## config.mk

```make
export PLATFORM = sky130hd
export DESIGN_NAME = arithmetic_encoder
export DESIGN_NICKNAME = d
export VERILOG_FILES = /design/src/rtl/arithmetic_encoder.sv
export SDC_FILE = /design/constraint.sdc
export NUM_CORES = 1
export LEC_CHECK = 0
export BUFFER_PORTS_ARGS = -buffer_cell sky130_fd_sc_hd__buf_2
export CELL_PAD_IN_SITES_DETAIL_PLACEMENT = 1
export CELL_PAD_IN_SITES_GLOBAL_PLACEMENT = 2
export CORE_UTILIZATION = 36
export CTS_CLUSTER_SIZE = 20
export DETAILED_ROUTE_END_ITERATION = 10
export PLACE_DENSITY_LB_ADDON = 0.1
export SLEW_MARGIN = 20
export SYNTH_ARGS = -nofsm -noshare
export SYNTH_HDL_FRONTEND = slang
export SYNTH_SLANG_ARGS = --single-unit
```

## constraint.sdc

```tcl
create_clock -name clk -period 6.9 [get_ports clk]
set_input_delay 0 -clock clk [delete_from_list [all_inputs] [get_ports clk]]
set_output_delay 0 -clock clk [all_outputs]
set_load 0.03 [all_outputs]
```

## src/rtl/arithmetic_encoder.sv

```systemverilog
// rtl/arithmetic_encoder.sv - static uniform-model arithmetic encoder emitting 32-bit LSB-first code words
module arithmetic_encoder #(
  parameter int ENCODER_PRECISION      = 16,
  parameter int ENCODER_NUM_OF_SYMBOLS = 257,
  parameter int ENCODER_EOF_SYMBOL     = 256
) (
  input  logic        clk,
  input  logic        rstn,
  input  logic        start,
  input  logic [31:0] inputBytes,
  input  logic [2:0]  validInputBytes,
  input  logic        lastInput,
  input  logic        newBytesProvided,
  input  logic        readSuccess,
  output logic        idle,
  output logic        newBytesRequested,
  output logic        resultReady,
  output logic [5:0]  validOutputBits,
  output logic [31:0] out
);
  localparam int P  = ENCODER_PRECISION;
  localparam int PW = P + 8;
  localparam int SW = $clog2(ENCODER_NUM_OF_SYMBOLS);
  localparam logic [P-1:0]  WHOLE          = P'(1 << (P - 1));
  localparam logic [P-1:0]  HALF           = P'(1 << (P - 2));
  localparam logic [P-1:0]  QUARTER        = P'(1 << (P - 3));
  localparam logic [P-1:0]  THREE_QUARTERS = P'(3 << (P - 3));
  localparam logic [SW:0]   DIVISOR        = (SW + 1)'(ENCODER_NUM_OF_SYMBOLS);
  localparam logic [SW-1:0] EOF_SYM        = SW'(ENCODER_EOF_SYMBOL);

  typedef enum logic [3:0] {
    IDLE, LOAD_SYMBOL, MULTIPLY, DIVIDE, UPDATE, RESCALE, EMIT, FLUSH,
    WAIT_FOR_READ_ACK, READ_ACKNOWLEDGED, WAIT_FOR_NEW_BYTES, NEW_BYTES_PROVIDED
  } state_t;

  state_t         state_q, state_d, ret_q, ret_d;
  logic [P-1:0]   a_q, a_d, b_q, b_d, s_q, s_d;
  logic [4:0]     bit_ptr_q, bit_ptr_d, div_cnt_q, div_cnt_d;
  logic [2:0]     byte_ptr_q, byte_ptr_d, count_q, count_d;
  logic [31:0]    word_q, word_d, out_q, out_d;
  logic           last_q, last_d, emit_bit_q, emit_bit_d, emit_first_q, emit_first_d;
  logic           flushing_q, flushing_d, ready_q, ready_d, req_q, req_d;
  logic [SW-1:0]  sym_q, sym_d, rem_b_q, rem_b_d, rem_e_q, rem_e_d;
  logic [PW-1:0]  div_b_q, div_b_d, div_e_q, div_e_d;
  logic [5:0]     valid_q, valid_d;
  logic [P-1:0]   span, s_inc;
  logic [7:0]     cur_byte;
  logic           emit_cur, more;

  // One restoring-division step; the dividend register doubles as the quotient register.
  function automatic logic [SW+PW-1:0] div_step(input logic [SW-1:0] rem, input logic [PW-1:0] dvd);
    logic [SW:0] trial;
    trial = {rem, dvd[PW-1]};
    if (trial >= DIVISOR) return {SW'(trial - DIVISOR), dvd[PW-2:0], 1'b1};
    return {trial[SW-1:0], dvd[PW-2:0], 1'b0};
  endfunction

  function automatic logic [2:0] clamp_count(input logic [2:0] v);
    return (v > 3'd4) ? 3'd4 : v;
  endfunction

  assign span     = b_q - a_q;
  assign s_inc    = (&s_q) ? s_q : s_q + 1'b1;
  assign cur_byte = word_q[{byte_ptr_q[1:0], 3'b000} +: 8];
  assign emit_cur = emit_first_q ? emit_bit_q : ~emit_bit_q;
  assign more     = emit_first_q ? (s_q != '0) : (s_q != P'(1));

  always_comb begin
    state_d = state_q;   ret_d = ret_q;
    a_d = a_q;           b_d = b_q;           s_d = s_q;
    bit_ptr_d = bit_ptr_q; byte_ptr_d = byte_ptr_q; div_cnt_d = div_cnt_q;
    word_d = word_q;     count_d = count_q;   last_d = last_q;
    out_d = out_q;       valid_d = valid_q;   ready_d = ready_q;  req_d = req_q;
    emit_bit_d = emit_bit_q; emit_first_d = emit_first_q; flushing_d = flushing_q;
    sym_d = sym_q;       rem_b_d = rem_b_q;   rem_e_d = rem_e_q;
    div_b_d = div_b_q;   div_e_d = div_e_q;
    case (state_q)
      IDLE: begin
        a_d = '0; b_d = WHOLE; s_d = '0; bit_ptr_d = '0; byte_ptr_d = '0;
        out_d = '0; valid_d = '0; flushing_d = 1'b0;
        if (start) begin
          word_d = inputBytes; count_d = clamp_count(validInputBytes); last_d = lastInput;
          state_d = LOAD_SYMBOL;
        end
      end
      LOAD_SYMBOL: begin
        if (byte_ptr_q < count_q) begin
          sym_d = SW'(cur_byte); state_d = MULTIPLY;
        end else if (last_q) begin
          sym_d = EOF_SYM; state_d = MULTIPLY;
        end else begin
          req_d = 1'b1; state_d = WAIT_FOR_NEW_BYTES;
        end
      end
      MULTIPLY: begin
        div_b_d = PW'(span) * PW'(sym_q);
        div_e_d = PW'(span) * PW'(sym_q) + PW'(span);
        rem_b_d = '0; rem_e_d = '0; div_cnt_d = '0;
        state_d = DIVIDE;
      end
      DIVIDE: begin
        {rem_b_d, div_b_d} = div_step(rem_b_q, div_b_q);
        {rem_e_d, div_e_d} = div_step(rem_e_q, div_e_q);
        div_cnt_d = div_cnt_q + 5'd1;
        if (div_cnt_q == 5'(PW - 1)) state_d = UPDATE;
      end
      UPDATE: begin
        b_d = P'(PW'(a_q) + div_e_q);
        a_d = P'(PW'(a_q) + div_b_q);
        if (sym_q != EOF_SYM) byte_ptr_d = byte_ptr_q + 3'd1;
        state_d = RESCALE;
      end
      RESCALE: begin
        if (b_q < HALF) begin
          emit_bit_d = 1'b0; emit_first_d = 1'b1;
          a_d = a_q << 1; b_d = b_q << 1; state_d = EMIT;
        end else if (a_q > HALF) begin
          emit_bit_d = 1'b1; emit_first_d = 1'b1;
          a_d = (a_q - HALF) << 1; b_d = (b_q - HALF) << 1; state_d = EMIT;
        end else if (a_q > QUARTER && b_q < THREE_QUARTERS) begin
          s_d = s_inc; a_d = (a_q - QUARTER) << 1; b_d = (b_q - QUARTER) << 1;
        end else begin
          state_d = (sym_q == EOF_SYM) ? FLUSH : LOAD_SYMBOL;
        end
      end
      EMIT: begin
        out_d[bit_ptr_q] = emit_cur;
        if (!emit_first_q) s_d = s_q - 1'b1;
        emit_first_d = 1'b0;
        bit_ptr_d = bit_ptr_q + 5'd1;
        // A full word leaves bitPtr at 0, so a flush ending here needs no trailing word.
        if (bit_ptr_q == 5'd31) begin
          valid_d = 6'd32; ready_d = 1'b1;
          ret_d = more ? EMIT : (flushing_q ? IDLE : RESCALE);
          state_d = WAIT_FOR_READ_ACK;
        end else if (!more) begin
          if (flushing_q) begin
            valid_d = 6'(bit_ptr_q) + 6'd1; ready_d = 1'b1;
            ret_d = IDLE; state_d = WAIT_FOR_READ_ACK;
          end else begin
            state_d = RESCALE;
          end
        end
      end
      FLUSH: begin
        s_d = s_inc; emit_bit_d = (a_q > QUARTER); emit_first_d = 1'b1;
        flushing_d = 1'b1; state_d = EMIT;
      end
      WAIT_FOR_READ_ACK: begin
        if (readSuccess) begin
          ready_d = 1'b0; out_d = '0; bit_ptr_d = '0; state_d = READ_ACKNOWLEDGED;
        end
      end
      READ_ACKNOWLEDGED: if (!readSuccess) state_d = ret_q;
      WAIT_FOR_NEW_BYTES: begin
        if (newBytesProvided) begin
          word_d = inputBytes; count_d = clamp_count(validInputBytes); last_d = lastInput;
          req_d = 1'b0; byte_ptr_d = '0; state_d = NEW_BYTES_PROVIDED;
        end
      end
      NEW_BYTES_PROVIDED: if (!newBytesProvided) state_d = LOAD_SYMBOL;
      default: state_d = IDLE;
    endcase
  end

  always_ff @(posedge clk or negedge rstn) begin
    if (!rstn) begin
      state_q <= IDLE;     ret_q <= IDLE;
      a_q <= '0;           b_q <= WHOLE;        s_q <= '0;
      bit_ptr_q <= '0;     byte_ptr_q <= '0;    div_cnt_q <= '0;
      word_q <= '0;        count_q <= '0;       last_q <= 1'b0;
      out_q <= '0;         valid_q <= '0;       ready_q <= 1'b0;   req_q <= 1'b0;
      emit_bit_q <= 1'b0;  emit_first_q <= 1'b0; flushing_q <= 1'b0;
      sym_q <= '0;         rem_b_q <= '0;       rem_e_q <= '0;
      div_b_q <= '0;       div_e_q <= '0;
    end else begin
      state_q <= state_d;  ret_q <= ret_d;
      a_q <= a_d;          b_q <= b_d;          s_q <= s_d;
      bit_ptr_q <= bit_ptr_d; byte_ptr_q <= byte_ptr_d; div_cnt_q <= div_cnt_d;
      word_q <= word_d;    count_q <= count_d;  last_q <= last_d;
      out_q <= out_d;      valid_q <= valid_d;  ready_q <= ready_d; req_q <= req_d;
      emit_bit_q <= emit_bit_d; emit_first_q <= emit_first_d; flushing_q <= flushing_d;
      sym_q <= sym_d;      rem_b_q <= rem_b_d;  rem_e_q <= rem_e_d;
      div_b_q <= div_b_d;  div_e_q <= div_e_d;
    end
  end

  assign idle              = (state_q == IDLE);
  assign newBytesRequested = req_q;
  assign resultReady       = ready_q;
  assign validOutputBits   = valid_q;
  assign out               = out_q;
endmodule

```

; Word-level counts from Yosys, hierarchy flattened
; Cells that the tools add are included.
; Widths: inputs -> output; s select.
[totals]
latchBits = 0
word_cells = 210
input_bits = 41
romBits = 0
mem_count = 0
mem_bits_rw = 0
register_bits = 223
[op_classes]
n_lt_le_gt_ge = 10
n_addsub = 16
n_shift = 1
n_mux = 91
bitwise_logic = 1
n_reduce_logical = 32
n_eq_ne = 35
n_mul = 1
div = 0
[op_table]
columns = op, n
row1 = $mux 16, 11
row2 = $mux 33, 4
row3 = $mux 32, 3
row4 = $pmux 16 s3, 2
row5 = $pmux 24 s2, 2
row6 = $pmux 32 s3, 1
row7 = $mux 4, 17
row8 = $pmux 16 s4, 1
row9 = $pmux 32 s2, 1
row10 = $pmux 4 s12, 1
row11 = $pmux 9 s2, 2
row12 = $add 16x16->16, 2
row13 = $bwmux 32, 1
row14 = $lt 16x15->1 const B, 2
row15 = $shiftx 32x6->8, 1
row16 = $sub 15x14->15 const B, 2
row17 = $sub 15x15->15 const B, 2
row18 = $ne 2x2->1 const B, 13
row19 = $add 24x16->24, 1
row20 = $mul 16x9->24, 1
row21 = $mux 3, 8
row22 = $ge 10x9->1 const B, 2
row23 = $mux 1, 19
row24 = $mux 6, 3
row25 = 47 further kinds, 85

; Longest topological paths before layout
[logic_depth]
depth_word = 6
mapped_depth = 38
mapped_depth_nobuf = 38

; Worst setup path after synthesis
; No wires, ideal clock.
[synth_path]
kind = reg2reg
from = reg a_q[1]
to = reg div_e_q[21]
path_slack_ns = -0.750
setup_ns = 0.118
period_less_slack_ns = 7.650
path_buffers = 0
stages_incl_launch_ff = 36
arrival_time_ns = 7.532
path_cell_list = dfrtp_1 -> inv_1 -> fa_1 -> a21o_1 -> a21oi_1 -> o21bai_1 -> a21oi_1 -> o21bai_1 -> a21oi_1 -> o21bai_1 -> a21oi_1 -> xnor2_1 -> nand2_1 -> fa_1 -> inv_1 -> fa_1 -> fa_1 -> inv_1 -> fa_1 -> inv_1 -> ha_1 -> nand2_1 -> a211oi_1 -> nor2b_1 -> xnor2_1 -> ha_1 -> nand2_1 -> a21oi_1 -> a211o_1 -> a21o_1 -> o31a_1 -> o2111a_1 -> and3_1 -> xnor2_1 -> a21oi_1 -> a21o_1
[synth_via]
elab_chain_len = 4
[synth_rtl]
columns = item, line_no
row1 = from (decl), 37  ; logic [P-1:0] a_q, a_d, b_q, b_d, s_q, s_d;
row2 = from (signal assigned), 169  ; a_q <= '0; b_q <= WHOLE; s_q <= '0;
row3 = from (signal assigned), 178  ; a_q <= a_d; b_q <= b_d; s_q <= s_d;
row4 = $sub 16x16->16 *, 62  ; assign span = b_q - a_q;
row5 = $mul 16x9->24, 97  ; div_e_d = PW'(span) * PW'(sym_q) + PW'(span);
row6 = $add 24x16->24 *, 97
row7 = $pmux 24 s2 *, 77  ; case (state_q)
row8 = to (signal assigned), 184  ; div_b_q <= div_b_d; div_e_q <= div_e_d;
row9 = to (decl), 44  ; logic [PW-1:0] div_b_q, div_b_d, div_e_q, div_e_d;
; Every way passes the cells marked *; elsewhere a longest branch is shown, timed or not.
; A chain may end at the register's enable or synchronous reset.

; Worst setup path after layout
[layout_path]
from = reg b_q[0]
to = reg div_e_q[21]
[layout_via]
elab_chain_len = 4
[layout_rtl]
columns = item, line_no
row1 = from (decl), 37
row2 = from (signal assigned), 169
row3 = from (signal assigned), 178
row4 = $sub 16x16->16 *, 62
row5 = $mul 16x9->24, 97
row6 = $add 24x16->24 *, 97
row7 = $pmux 24 s2 *, 77
; Marked as above.

==> qor.csv <==
metric,value,unit
CORE AREA,49400,µm²
transition time at the pin with the least slew margin,0.965,ns
net total in the final layout,2606,
delay of the slowest cell on the worst path,0.53,ns
maximum clock frequency,129,MHz
root buffer cell,clkbuf_16,
Post-Synthesis Mean Instance Area,8.88,µm²
Reg2Reg Depth,38,
full die area,51300,µm²
outcome,"complete, but fails checks",
post-CTS clock slew at the launch and capture registers of the worst setup and hold paths,0.07,ns
count of fill cells added during filler insertion,5706,
number of distinct library cell variants in the gate-level netlist after synthesis,76,
Compound-Gate Fraction of Synth Area,18.5,%
number of enable flip-flop cells after synthesis,0,
synth top area cells,"dfrtp_1 (30%), fa_1 (11%), ha_1 (8.3%)",
die extent in x,226,µm
required time reported for the critical path endpoint,7.36,ns
number of max-slew violations in the final report,0,
Syn Std Cell Area,18100,µm²
number of search-and-repair iterations in the first detailed-routing pass,5,
Detailed Route WL,59.2,mm
final period demand of the worst path,7.72,ns
post-detailed-route count of antenna-violating nets,0,
slew margin rel.,35.6,%
total track usage,23.7,%
number of design-rule violations left by the first detailed-router iteration,605,
"leading cell types in the layout, fill and taps excluded","buf_4 (231), dfrtp_1 (219), nand2_1 (212)",
maximum number of pins on one net before global-route repair,105,
initial core utilization,36.8,%
async set-reset flop share out of synthesis,100,%
CP arrival,8.19,ns
number of buffers created by CTS,28,
Worst-Skew Late Latency,0.58,ns
final period utilization,112,%
number of warnings reported in the yosys synthesis log,0,
detailed-route via count,16060,
unrepaired setup endpoints after global routing,yes,
"arithmetic-cell share of the synthesized area counting full adders, half adders and majority gates",19.5,%
Worst Setup End Kind,flop,
placer congestion estimate,0.827,
die span in y,226,µm
xor-xnor portion of the synthesized cell area,5.01,%
Std-Cell Rows,81,
worst clock skew,0.0133,ns
most common library cell in the layout ignoring fill and taps,buf_4,
Setup Slack @ Placement,-0.973,ns
"Top FF cell, synth",dfrtp_1,
number of antenna violations at the first check in global routing,3,
Startpoint Class,flop,
final-report hold violation count,0,
Crit Path Category,reg -> reg,
CTS tree,yes,
via count of the first global-routing pass,17601,
post-route DRC violation count,0,
violated checks,setup timing,
multiplexer share of the synthesized area,4.39,%
io pins,82,
number of levels the H-tree was split into,1,
dominant combinational cell family by area after synthesis,adder cells,
average wire per standard cell,19.5,µm
final setup violation count,17,
cells after synthesis,2044,
fraction of the mapped netlist area in simple logic gates,16.2,%
count of clock tree sinks,222,
Detail Placement HPWL,42.6,mm
sequential-to-total area share from yosys stat,30.6,%
share of final-layout standard cells stronger than drive strength 1,22.9,%
Hold WC Path Type,in -> async,
fraction of synthesized cell area taken by the top area cell type,30.5,%
Longest Clk Path Bufs,3,
number of synthesized register bits,222,
area delta synth->final,26.8,%
quantity of I/O buffers inserted on ports,81,
standard cell with the maximum stage delay on the critical path,fa_1,
highest fanout seen on the critical path,4,
dominant cell type by area after synthesis,dfrtp_1,
max cap viols,0,
worst setup margin,-0.825,ns
global-route congestion overflow total,0,
global-route wire length before repair,95.6,mm
Synthesized Nets,2307,
most frequent CP cell,fa_1,
post-detailed-route via-to-cell ratio,5.30,
cell families (layout without fill, tap and decap cells):
logic type,count (synthesis),after routing
mux,65,65
other cells,0,2
buf+inv,275,596
compound gates,541,541
flops,222,222
xor+xnor,102,102
simple gates,617,617
fa+ha+maj,222,222
per-layer routing:
layer  GRT usage [%]  part of all wire [%]  vias up  routed length, µm
met2            43.4                    52      170              30700
met1            29.5                    43     8152              25600
met5               0                 0.022        -                 13
met3            2.46                   2.4       80               1450
met4            6.08                   2.4        2               1420
li1                -                     -     7656                  -
cells in the mapped netlist, drive strengths merged, types with 37 or more instances:
cell type,number
dfrtp,221
nand2,216
o21ai,181
inv,180
a21oi,145
nor2,127
ha,120
fa,102
and2,89
clkbuf,80
xnor2,65
nand3,47
nor3,41
mux2,37
xor2,37
flip-flops by register name, indices dropped and copies added, names as in the netlist, 16 cells and up:
| register | flops |
|---|---|
| s_q | 16 |
| div_b_q | 24 |
| div_e_q | 24 |
| out | 32 |
| a_q | 16 |
| word_q | 32 |
| b_q | 16 |
worst max-delay path, delay by kind of cell (launching register included):
family	cells	cell delay [ns]
compound gates	15	2.52
xor+xnor	3	0.43
fa+ha+maj	8	3.10
simple gates	5	0.54
buf+inv	7	0.59
flops	1	0.39
per-stage QoR:
stage | hold WS (ns) | util (%) | area, µm² | cells | setup TNS, ns
6_report | 0.0403 | 46.6 | 23000 | 3031 | -8.51
5_1_grt | 0.131 | 46.6 | 23000 | 3031 | -16.31
4_1_cts | 0.0799 | 45.8 | 22600 | 3010 | -7.84
3_5_place_dp | 0.170 | 42.0 | 20700 | 2901 | -10.58
3_3_place_gp | 0.154 | 42.0 | 20700 | 2901 | -7.18
2_1_floorplan | -0.296 | - | 18300 | 2044 | -2.28
repair_timing:
action                     in CTS  in global routing
hold buffers                   40                  1
buffers inserted               17                 17
pin swaps                      53                 45
setup endpoints to repair      20                 24
gates resized for setup        66                 43
hold endpoints to repair      143                  1
path summary, 6_finish.rpt:
check	startpoint	slack, ns	to
hold / removal	rstn	0.04	div_b_q[1]
setup reg to reg	b_q[0]	-0.82	div_e_q[21]
setup / recovery	b_q[0]	-0.82	div_e_q[21]
hold reg to reg	div_b_q[17]	0.49	div_b_q[17]
min in group clk	inputBytes[24]	0.19	word_q[24]
max in group asynchronous	rstn	5.39	a_q[14]
area by class of cell:
cell class / count / area (µm²) / share of cell area [%]
flip-flops and latches: 222 / 5560 / 24.2
clock inverters: 12 / 203 / 0.881
inverters: 181 / 679 / 2.95
multi-input cells: 1547 / 12200 / 53.0
clock buffers: 40 / 826 / 3.59
well taps: 664 / 831 / 3.61
diodes: 2 / 5.00 / 0.0217
repair buffers: 363 / 2710 / 11.8
Power is not shown: default switching activity piles up to over one toggle a cycle in this logic, so the estimate is an artifact.
